## src/rtl/stage_wb_pkg.sv

```systemverilog
// ============================================================================
// Module      : stage_wb_pkg
// Description : Shared pipeline decode constants and the MEM/WB record type.
// Revision    : 1.0 - initial release
// ============================================================================
`default_nettype none

package stage_wb_pkg;

   // Load-size encodings carried in funct3
   localparam logic [2:0] c_f3_lb  = 3'b000;
   localparam logic [2:0] c_f3_lh  = 3'b001;
   localparam logic [2:0] c_f3_lw  = 3'b010;
   localparam logic [2:0] c_f3_lbu = 3'b100;
   localparam logic [2:0] c_f3_lhu = 3'b101;

   typedef struct packed {
      logic        valid;
      logic [31:0] alu_o;
      logic [31:0] mem_data;
      logic        mem_read;
      logic        reg_write;
      logic [4:0]  rd;
      logic [2:0]  funct3;
   } memwb_t;

endpackage

`default_nettype wire

```

## src/rtl/stage_wb_load_align.sv

```systemverilog
// ============================================================================
// Module      : load_align
// Description : Byte/halfword lane selection, extension and misalign detect.
// Revision    : 1.0 - initial release
// ============================================================================
`default_nettype none

module load_align
   import stage_wb_pkg::*;
(
   input  logic [31:0] word,
   input  logic [1:0]  addr,
   input  logic [2:0]  funct3,
   output logic [31:0] data,
   output logic        misalign
);

   logic [7:0]  w_byte;
   logic [15:0] w_half;

   always_comb begin
      w_byte = word[7:0];
      case (addr)
         2'd0:    w_byte = word[7:0];
         2'd1:    w_byte = word[15:8];
         2'd2:    w_byte = word[23:16];
         default: w_byte = word[31:24];
      endcase
      w_half = addr[1] ? word[31:16] : word[15:0];
   end

   always_comb begin
      data = word;
      case (funct3)
         c_f3_lb:  data = {{24{w_byte[7]}}, w_byte};
         c_f3_lh:  data = {{16{w_half[15]}}, w_half};
         c_f3_lw:  data = word;
         c_f3_lbu: data = {24'd0, w_byte};
         c_f3_lhu: data = {16'd0, w_half};
         default:  data = word;
      endcase
   end

   assign misalign = (((funct3 == c_f3_lh) || (funct3 == c_f3_lhu)) && addr[0])
                   || ((funct3 == c_f3_lw) && (addr != 2'd0));

endmodule

`default_nettype wire

```

## src/rtl/stage_wb.sv

```systemverilog
// ============================================================================
// Module      : stage_wb
// Description : MEM/WB pipeline register, load extraction and retire counter.
//               Define WB_INSTRET_EN to build the retired-instruction counter.
// Revision    : 1.0 - initial release
// ============================================================================
`default_nettype none

module stage_wb
   import stage_wb_pkg::*;
#(
   parameter int INSTRET_W = 64
) (
   input  logic                 clk,
   input  logic                 rst,
   input  logic                 me_valid,
   input  logic [31:0]          me_alu_o,
   input  logic [31:0]          me_mem_data,
   input  logic                 me_mem_read,
   input  logic                 me_reg_write,
   input  logic [4:0]           me_rd,
   input  logic [2:0]           me_funct3,
   input  logic                 stall,
   input  logic                 flush,
   output logic [31:0]          w_regs_data,
   output logic                 w_reg_write,
   output logic [4:0]           w_rd,
   output logic                 w_valid,
   output logic                 w_load_misalign,
   output logic [INSTRET_W-1:0] instret
);

   memwb_t      r_q;
   memwb_t      w_d;
   logic [31:0] w_load_data;
   logic        w_misalign_raw;

   assign w_d = '{valid:     me_valid,
                  alu_o:     me_alu_o,
                  mem_data:  me_mem_data,
                  mem_read:  me_mem_read,
                  reg_write: me_reg_write,
                  rd:        me_rd,
                  funct3:    me_funct3};

   // Flush only kills the slot; the payload fields are left as they were.
   always_ff @(posedge clk) begin
      if (!rst) begin
         r_q <= '0;
      end else if (flush) begin
         r_q.valid     <= 1'b0;
         r_q.reg_write <= 1'b0;
      end else if (!stall) begin
         r_q <= w_d;
      end
   end

   load_align u_load_align (
      .word     (r_q.mem_data),
      .addr     (r_q.alu_o[1:0]),
      .funct3   (r_q.funct3),
      .data     (w_load_data),
      .misalign (w_misalign_raw)
   );

   assign w_load_misalign = r_q.valid & r_q.mem_read & w_misalign_raw;
   assign w_regs_data     = r_q.mem_read ? w_load_data : r_q.alu_o;
   assign w_reg_write     = r_q.valid & r_q.reg_write & (r_q.rd != 5'd0) & ~w_load_misalign;
   assign w_valid         = r_q.valid;
   assign w_rd            = r_q.rd;

`ifdef WB_INSTRET_EN
   logic [INSTRET_W-1:0] r_instret;

   always_ff @(posedge clk) begin
      if (!rst) begin
         r_instret <= '0;
      end else if (!flush && !stall && me_valid) begin
         r_instret <= r_instret + {{(INSTRET_W-1){1'b0}}, 1'b1};
      end
   end

   assign instret = r_instret;
`else
   assign instret = '0;
`endif

endmodule

`default_nettype wire

```

## config.mk

```make
export PLATFORM = sky130hd
export DESIGN_NAME = stage_wb
export DESIGN_NICKNAME = d
export VERILOG_FILES = /design/src/rtl/stage_wb_pkg.sv /design/src/rtl/stage_wb_load_align.sv /design/src/rtl/stage_wb.sv
export SDC_FILE = /design/constraint.sdc
export NUM_CORES = 1
export LEC_CHECK = 0
export BUFFER_PORTS_ARGS = -buffer_cell sky130_fd_sc_hd__buf_4
export CORE_MARGIN = 2
export CORE_UTILIZATION = 50
export CTS_BUF_LIST = sky130_fd_sc_hd__clkbuf_4 sky130_fd_sc_hd__clkbuf_8 sky130_fd_sc_hd__clkbuf_16
export DETAILED_ROUTE_END_ITERATION = 10
export PLACE_DENSITY_LB_ADDON = 0.25
export RECOVER_POWER = 25
export SLEW_MARGIN = 20
export SYNTH_ARGS = -nofsm -noshare
export SYNTH_HDL_FRONTEND = slang
export SYNTH_HIERARCHICAL = 1
export SYNTH_SLANG_ARGS = --single-unit
```

## constraint.sdc

```tcl
create_clock -name clk -period 2.5 [get_ports clk]
set_input_delay 0.5 -clock clk [delete_from_list [all_inputs] [get_ports clk]]
set_output_delay 0.5 -clock clk [all_outputs]
set_load 0.05 [all_outputs]
```

# ---- Word level (Yosys, flattened, before mapping)
# Index checks and enable logic that the tools add are counted.
dict set report totals {
  register_bits 75
  inputBits 79
  word_cells 36
}
dict set report op_classes {
  eq_ne 6
  muxes 4
  bitwise 9
  n_reduce_logical 10
}
# cell n
set ops {}
lappend ops {{32-bit case mux with 4 select lines} 1}
lappend ops {{32-bit 2-to-1 mux} 1}
lappend ops {{8-bit case mux with 3 select lines} 1}
lappend ops {{16-bit 2-to-1 mux} 1}
lappend ops {{3-bit == test (second input constant)} 2}
lappend ops {{1-bit AND} 5}
lappend ops {{5-bit nonzero test} 1}
lappend ops {{1-bit NOT} 4}
lappend ops {{3-bit by 1-bit == test with 1-bit output (second input constant)} 1}
lappend ops {{3-bit by 2-bit == test with 1-bit output (second input constant)} 1}
lappend ops {{3-bit zero test} 1}
lappend ops {{2-bit by 1-bit == test with 1-bit output (second input constant)} 1}
lappend ops {{2-bit == test (second input constant)} 1}
lappend ops {{1-bit logical AND} 2}
lappend ops {{2-bit zero test} 1}
lappend ops {{1-bit logical OR} 2}
lappend ops {{2-bit AND reduction} 1}
lappend ops {{2-bit nonzero test} 1}
lappend ops {{2-bit OR reduction} 1}

# ---- Longest topological paths before layout
# Gate-level depths: netlist of the first run.
dict set report depth {
  word_depth 7
  ltp_mapped 8
  ltp_nobuf 5
}

# ---- Cells and area by module
# Netlist of the first run, hierarchy kept.
# mod n_inst cells_per_inst area_per_inst_um2
set by_module_without_submodules {}
lappend by_module_without_submodules {stage_wb 1 449 4023.9}
lappend by_module_without_submodules {load_align 1 119 749.5}

# ---- Worst setup path before layout of the first run
# Ideal clock, no wire load.
dict set report synth_timing {
  path_type {reg2out}
  from {register r_q[42] in the netlist's numbering}
  to {output w_regs_data[16]}
  arrival_ns 1.710
  t_required_ns 2.000
  slack_ns 0.290
  path_stages_with_launch 8
  cell_sequence {dfxtp_1 -> mux2_2 -> a22oi_2 -> and2_4 -> buf_6 -> buf_12 -> a21oi_2 -> mux2_2}
}
dict set report synth_via {
  elab_chain_len 4
  word_cells_on_any_way 6
  cone_classes {eq/ne (2); mux (3); reduce/logical (1)}
}
# item line
set synth_rtl {}
lappend synth_rtl {{start, declared} stage_wb.sv:33} ;# memwb_t r_q;
lappend synth_rtl {{start signal, assigned} stage_wb.sv:54} ;# r_q <= w_d;
lappend synth_rtl {{2-bit == test, or another cell as far along} stage_wb_load_align.sv:23} ;# case (addr)
lappend synth_rtl {{8-bit case mux with 3 select lines (*)} stage_wb_load_align.sv:23}
lappend synth_rtl {{32-bit case mux with 4 select lines (*)} stage_wb_load_align.sv:34} ;# case (funct3)
lappend synth_rtl {{via w_load_data[16]} stage_wb.sv:35} ;# logic [31:0] w_load_data;
lappend synth_rtl {{32-bit 2-to-1 mux (*)} stage_wb.sv:67} ;# assign w_regs_data = r_q.mem_read ? w_load_data : r_q.alu_o;
lappend synth_rtl {{end, declared} stage_wb.sv:25} ;# output logic [31:0] w_regs_data,
# The timed path passes the listed nets; every way through them passes the cells marked *.

# ---- Worst setup path after layout of the first run
dict set report layout_timing {
  from {register r_q[42] in the netlist's numbering}
  to {output w_regs_data[12]}
}
# The elaborated chain is that of the path after synthesis.

==> results of run 1 <==
worst reg2reg max path, cell delays in order (launching register included):
cell and delay, ns:
sky130_fd_sc_hd__dfxtp_1 0.34, sky130_fd_sc_hd__buf_4 0.36, sky130_fd_sc_hd__o21ai_0 0.17, sky130_fd_sc_hd__a21oi_1 0.19
worst max path at each step:
| stage | from | endpoint | cells after the start |
|---|---|---|---|
| 2_1_floorplan | r_q[42] | w_regs_data[16] | 7 |
| 3_3_place_gp | r_q[42] | w_regs_data[28] | 6 |
| 3_5_place_dp | r_q[42] | w_regs_data[13] | 6 |
| 4_1_cts | r_q[42] | w_regs_data[29] | 6 |
| 5_1_grt | r_q[42] | w_regs_data[12] | 6 |
| 6_report | r_q[42] | w_regs_data[12] | 6 |
cell usage after synthesis (2+ instances only):
cell type / n
sky130_fd_sc_hd__a21oi_1: 94
sky130_fd_sc_hd__o21ai_0: 80
sky130_fd_sc_hd__dfxtp_1: 75
sky130_fd_sc_hd__buf_4: 69
sky130_fd_sc_hd__or3b_1: 60
sky130_fd_sc_hd__mux2_2: 40
sky130_fd_sc_hd__clkbuf_1: 39
sky130_fd_sc_hd__nand2_1: 27
sky130_fd_sc_hd__or3b_2: 13
sky130_fd_sc_hd__a21oi_2: 11
sky130_fd_sc_hd__nor2b_1: 10
sky130_fd_sc_hd__a22oi_1: 8
sky130_fd_sc_hd__buf_2: 8
sky130_fd_sc_hd__buf_6: 8
sky130_fd_sc_hd__nor2_1: 3
sky130_fd_sc_hd__mux2i_1: 2
flip-flops by register name, indices dropped and copies added (netlist names):
name / count
r_q: 69
w_rd: 5
w_valid: 1
stage by stage:
stage	instance area [um2]	instances	power [uW]
2_1_floorplan	5010	631	2010
3_3_place_gp	5390	769	2130
3_5_place_dp	5390	769	2140
4_1_cts	5920	787	3260
5_1_grt	5960	787	3390
6_report	5960	787	3260
power by group:
group          switching, uW  internal, uW  leakage (uW)  total [uW]
combinational            578           317       0.00173         896
clock                    442           627      0.000116        1070
sequential              47.1          1250      0.000615        1300
layer usage:
| layer | vias to the layer above | GRT usage [%] | routed length [um] |
|---|---|---|---|
| li1 | 2046 | - | - |
| met1 | 1957 | 30.4 | 5390 |
| met2 | 156 | 40.4 | 6310 |
| met3 | 23 | 4.07 | 719 |
| met4 | 0 | 8.42 | 286 |
| met5 | - | 0 | 0 |
repair_timing:
item / CTS / global route
setup endpoints to repair: 31 / 32
buffers inserted: 1 / 0
endpoints found under the hold margin: 0 / 0
hold buffers: 0 / 0
pin swaps: 3 / 3
cloned: 1 / 0
gates resized for setup: 81 / 10
area by class of cell:
cell class / instances / area [um2] / share of cell area [%]
Clock buffer: 12 / 159 / 2.67
Clock inverter: 4 / 72.6 / 1.22
Inverter: 2 / 7.51 / 0.126
Multi-Input combinational cell: 429 / 2820 / 47.3
Sequential cell: 75 / 1510 / 25.4
Tap cell: 129 / 161 / 2.71
Timing Repair Buffer: 136 / 1230 / 20.6
cell families (layout without fill, tap and decap cells):
group	count (synthesis)	after routing	share of synthesized area, %
multiplexers	44	44	10.4
buffers and inverters	128	154	17.3
other	1	64	0.0786
AND/OR/NAND/NOR	121	122	18.2
flip-flops	75	75	31.5
AO/OA/AOI/OAI	199	199	22.6
==> results.txt, run 1 <==
----------------------------------------------------
[CTS]
  Clock latency at the later pin of the worst-skew pair ... 0.34 ns
  H-Tree Level Count ... 3
  Clock edge transition at the registers on the reported setup and hold paths ... 0.08 ns
  Number of buffers created by CTS ... 9
  Maximum buffer depth of the clock tree ... 2
  Number of clock sinks ... 75
  Master cell of the clock root buffer ... sky130_fd_sc_hd__clkbuf_8
  TritonCTS clock tree ... yes

[Die]
  Number of top-level design ports ... 183
  Die outline height ... 102 um
  Initial cell density of the core ... 51.7%
  DIE AREA ... 10300 um2
  Row count ... 35
  Die width ... 102 um
  Core ar. ... 9240 um2

[Worst setup path]
  Type of destination of the critical path ... output pin
  Worst-path fanout max ... 8
  R2R Setup Slk ... 1.39 ns
  Family with the most delay on the worst path ... multiplexers
  Combined buffer and inverter count along the critical path ... 1
  Launch instance of the worst register-to-register path ... r_q[9]
  Cell depth of the worst flop-to-flop path ... 3
  Most frequent cell on the critical path ... sky130_fd_sc_hd__mux2_4
  Cell Chain, Critical Path ... mux2_4, a22oi_2, or2_4, a21oi_1, mux2_4, buf_8
  Worst endpoint required time ... 2.00 ns
  Arrival time of data at the critical path endpoint ... 2.09 ns
  Reg-to-reg critical path endpoint ... r_q[9]
  Worst path slowest cell ... sky130_fd_sc_hd__dfxtp_4
  Path type of the worst setup path ... flip-flop to output pin
  Worst stage delay on the critical path ... 0.38 ns
  Critical Path Source Type ... flip-flop

[Synthesis]
  Seq cells post-synth ... 75
  Synth top area cells ... sky130_fd_sc_hd__dfxtp_1 (31%), sky130_fd_sc_hd__or3b_1 (11%), sky130_fd_sc_hd__buf_4 (11%)
  Netlist area before placement ... 4770 um2
  Post-Syn Area per Cell ... 8.40 um2
  Total number of yosys warnings ... 6
  Commonest register cell after synthesis ... sky130_fd_sc_hd__dfxtp_1
  Mapped Cells ... 568
  Library cell with the largest summed area after synthesis ... sky130_fd_sc_hd__dfxtp_1
  Async SR Flop Fraction ... 0%
  Sequential share of the synthesized area ... 31.5%
  Fraction of synthesized cell area taken by the top area cell type ... 31.5%
  Post-synth EDFFs ... 0
  Count of cell types in the netlist ... 37

[Timing]
  Slew at the pin with the worst max-slew slack ... 1.24 ns
  Clock skew after layout ... 0 ns
  Pins Over Slew Limit ... 0
  Number of endpoints with negative hold slack in the final report ... 0
  Post-route clock period utilization ... 104%
  Post-route worst hold slack ... 0.386 ns
  Final TNS setup ... -1.51 ns
  Time the worst path needs with I/O delays and setup ... 2.59 ns
  Fmax ... 0.386 GHz
  Setup repair after global routing missed its margin ... true
  Relative slew slack ... 17.0%
  PnR worst setup slack ... -0.0925 ns
  Number of setup violations in the final report ... 25

[Layout]
  Share of cells above drive strength 1 ... 35.6%
  Fill cell instance count of the final layout ... 773
  Synthesis-to-finish area growth ... 24.9%
  Top library cells by usage in the layout, fill and taps aside ... sky130_fd_sc_hd__buf_4 (105), sky130_fd_sc_hd__a21oi_1 (89), sky130_fd_sc_hd__o21ai_0 (79), sky130_fd_sc_hd__dfxtp_1 (71), sky130_fd_sc_hd__conb_1 (64)
  Final core area utilization ... 64.5%
  Net total in the final layout ... 732
  Ant. Diodes ... 0
  Most common cell after layout, fill and taps aside ... sky130_fd_sc_hd__buf_4

[Drt]
  First-pass iteration count of the detailed router ... 5
  First DRT Iteration DRCs ... 174
  Remaining routing DRC violations ... 0
  WL per Instance ... 16.2 um
  Vias after detailed routing ... 4182
  Antenna-violating nets left ... 0
  Detailed Route WL ... 12.7 mm
  Average via count per standard cell ... 5.31

[GRT]
  Initial antenna violation count ... 0
  Number of global-route vias before repair ... 3721
  Maximum number of pins on one net before global-route repair ... 81
  First-pass GRT wire length ... 19.0 mm
  Leftover overflow at the end of global routing ... 0
  Overall track demand over capacity in global routing ... 23.8%

[Status]
  Result of the run ... complete, but fails checks
  Violations in the final reports ... setup timing

[Placement]
  Post-DP HPWL ... 9.00 mm
  Placement-stage worst setup slack ... 0.141 ns
  Placer Congestion ... 0.865
  Input/output buffers ... 118

[Min path]
  Worst hold endpoint ... w_valid
  Start point of the worst min-delay path ... me_valid
  Hold-critical path depth ... 3
  Min-Delay Path Class ... input pin to flip-flop

[Power and ir drop]
  Ratio of total power to cell area ... 547 nW/um2
  Cell leakage power ... 0.00246 uW
  Peak ir drop on the vdd network ... 0.354 mV

[Job]
  Max Cap Violations ... 0

----------------------------------------------------
No activity file was read; power rests on OpenSTA's default activity.
==> run 2: changes to the inputs <==
- CORE_UTILIZATION: 50 -> 45
- clock period: 2.5 -> 2.3 ns (I/O delays scaled with it)
==> run 2 against run 1 <==
- the flow still finishes with violations (setup timing)
- non-clock buffer count rose by 7
- clock power up 10%
- clock skew unchanged
- global-route usage fell by 0.20 points
- cell area up 3.7%
- die area grew 11%
- largest cell class unchanged
==> results.txt, run 2 (synthesis results as in run 1) <==
----------------------------------------------------
[GRT]
  First-pass GRT wire length ... 21.0 mm
  Leftover overflow at the end of global routing ... 0
  Initial antenna violation count ... 0
  Global-route layer with the greatest usage ... met2
  Met2 Resource Use GR ... 38.9%
  GR met3 Demand/Resource ... 4.56%
  Overall track demand over capacity in global routing ... 23.6%
  Number of global-route vias before repair ... 3988
  Maximum number of pins on one net before global-route repair ... 60
  GR Layer Usage met1 ... 30.5%

[Status]
  Violations in the final reports ... setup timing
  Result of the run ... complete, but fails checks

[Timing]
  Final TNS setup ... -5.68 ns
  Relative slew slack ... 39.0%
  Time the worst path needs with I/O delays and setup ... 2.54 ns
  Clock skew after layout ... 0 ns
  PnR worst setup slack ... -0.236 ns
  Fmax ... 0.394 GHz
  Post-route clock period utilization ... 110%
  Slew at the pin with the worst max-slew slack ... 0.915 ns
  Setup repair after global routing missed its margin ... true
  Number of endpoints with negative hold slack in the final report ... 0
  Pins Over Slew Limit ... 0
  Number of setup violations in the final report ... 31

[Job]
  Max Cap Violations ... 0

[CTS]
  Maximum buffer depth of the clock tree ... 2
  H-Tree Level Count ... 3
  Number of clock sinks ... 75
  Clock latency at the later pin of the worst-skew pair ... 0.34 ns
  Master cell of the clock root buffer ... sky130_fd_sc_hd__clkbuf_8
  Number of buffers created by CTS ... 9
  TritonCTS clock tree ... yes
  Clock edge transition at the registers on the reported setup and hold paths ... 0.08 ns
  CTS Hold Buffers Added ... 0

[Layout]
  Ant. Diodes ... 0
  Flip-flop and latch area ... 1510 um2
  Net total in the final layout ... 739
  Final core area utilization ... 59.8%
  Top library cells by usage in the layout, fill and taps aside ... sky130_fd_sc_hd__buf_4 (101), sky130_fd_sc_hd__a21oi_1 (88), sky130_fd_sc_hd__o21ai_0 (74), sky130_fd_sc_hd__dfxtp_1 (72), sky130_fd_sc_hd__conb_1 (64)
  Number of flip-flops in the largest register ... 69
  Multi-input logic area ... 2920 um2
  Largest Register ... r_q
  Number of standard cells in the layout, taps in and fillers out ... 801
  Share of cells above drive strength 1 ... 37.7%
  Most common cell after layout, fill and taps aside ... sky130_fd_sc_hd__buf_4
  Synthesis-to-finish area growth ... 29.4%
  Layout Cell Area excl Fill ... 6180 um2
  Fill cell instance count of the final layout ... 922

[Die]
  Initial cell density of the core ... 46.2%
  Die outline height ... 107 um
  Row count ... 37
  Core ar. ... 10300 um2
  Number of top-level design ports ... 183
  DIE AREA ... 11400 um2
  Die width ... 107 um

[Worst setup path]
  Path type of the worst setup path ... flip-flop to output pin
  Launch instance of the worst register-to-register path ... r_q[9]
  Worst-path fanout max ... 8
  R2R Setup Slk ... 1.28 ns
  Type of destination of the critical path ... output pin
  Arrival time of data at the critical path endpoint ... 2.08 ns
  Critical Path Source Type ... flip-flop
  Cell depth of the worst flop-to-flop path ... 3
  Worst endpoint required time ... 1.84 ns
  Reg-to-reg critical path endpoint ... r_q[9]

[Drt]
  First-pass iteration count of the detailed router ... 4
  Antenna-violating nets left ... 0
  WL per Instance ... 17.1 um
  Vias after detailed routing ... 4279
  Remaining routing DRC violations ... 0
  First DRT Iteration DRCs ... 221
  Average via count per standard cell ... 5.34
  Detailed Route WL ... 13.7 mm

[Min path]
  Start point of the worst min-delay path ... me_reg_write
  Min-Delay Path Class ... input pin to flip-flop
  Worst hold endpoint ... r_q[8]
  Hold-critical path depth ... 3

[Power and ir drop]
  Cell leakage power ... 0.00253 uW
  Overall power after layout ... 3610 uW
  Peak ir drop on the vdd network ... 0.336 mV
  Ratio of total power to cell area ... 584 nW/um2

[Placement]
  Placer Congestion ... 0.859
  Input/output buffers ... 118
  Placed Cells incl. Taps ... 779
  Post-DP HPWL ... 9.52 mm
  Post-place instance area ... 5460 um2

----------------------------------------------------
-- run 2: cell count changes in the layout (fill, tap and decap cells not counted), sizes merged --
cell / delta
clkbuf: +3
buf: +4
-- run 2: area by class of cell --
type / count / area share [%]
inverters: 2 / 0.122
clock inverters: 4 / 1.17
flip-flops and latches: 75 / 24.4
multi-input cells: 429 / 47.2
repair buffers: 143 / 21.7
clock buffers: 12 / 2.57
well taps: 136 / 2.75
-- run 2: worst max path at each step --
stage / depth (start not counted) / end / slack, ns / from
6_report: 6 / w_regs_data[12] / -0.24 / r_q[42]
5_1_grt: 6 / w_regs_data[12] / -0.28 / r_q[42]
4_1_cts: 6 / w_regs_data[12] / -0.20 / r_q[42]
3_5_place_dp: 6 / w_regs_data[12] / -0.02 / r_q[42]
3_3_place_gp: 7 / w_regs_data[0] / 0.02 / r_q[42]
2_1_floorplan: 7 / w_regs_data[16] / 0.13 / r_q[42]
-- run 2: report_power, final --
group          internal, uW  total [uW]  switching (uW)
combinational           371        1020             648
sequential             1360        1410            52.6
clock                   682        1180             496
-- run 2: timing repair --
action / CTS / global route
hold endpoints to repair: 0 / 0
gates cloned: 1 / 0
pin swaps: 9 / 9
resized for setup: 124 / 7
endpoints found under the setup margin: 32 / 33
buffers inserted: 4 / 1
-- run 2: critical path, stage by stage, from the launching register on --
cell	delay, ns
sky130_fd_sc_hd__dfxtp_4	0.37
sky130_fd_sc_hd__mux2_4	0.31
sky130_fd_sc_hd__a22oi_2	0.27
sky130_fd_sc_hd__or2_4	0.26
sky130_fd_sc_hd__a21oi_1	0.08
sky130_fd_sc_hd__mux2_2	0.28
sky130_fd_sc_hd__buf_6	0.16
-- run 2: per-stage QoR --
stage	hold WS [ns]	setup WS, ns
after global routing	0.373	-0.280
after floorplan	0.451	0.130
after CTS	0.343	-0.196
after global placement	0.457	0.0228
final	0.354	-0.236
after detailed placement	0.467	-0.0172
-- run 2: metal layers --
layer  up-vias  share of wire, %
met3        22               6.2
met1      2030                42
met5         -                 0
met4         0               2.5
met2       170                49
li1       2057                 -
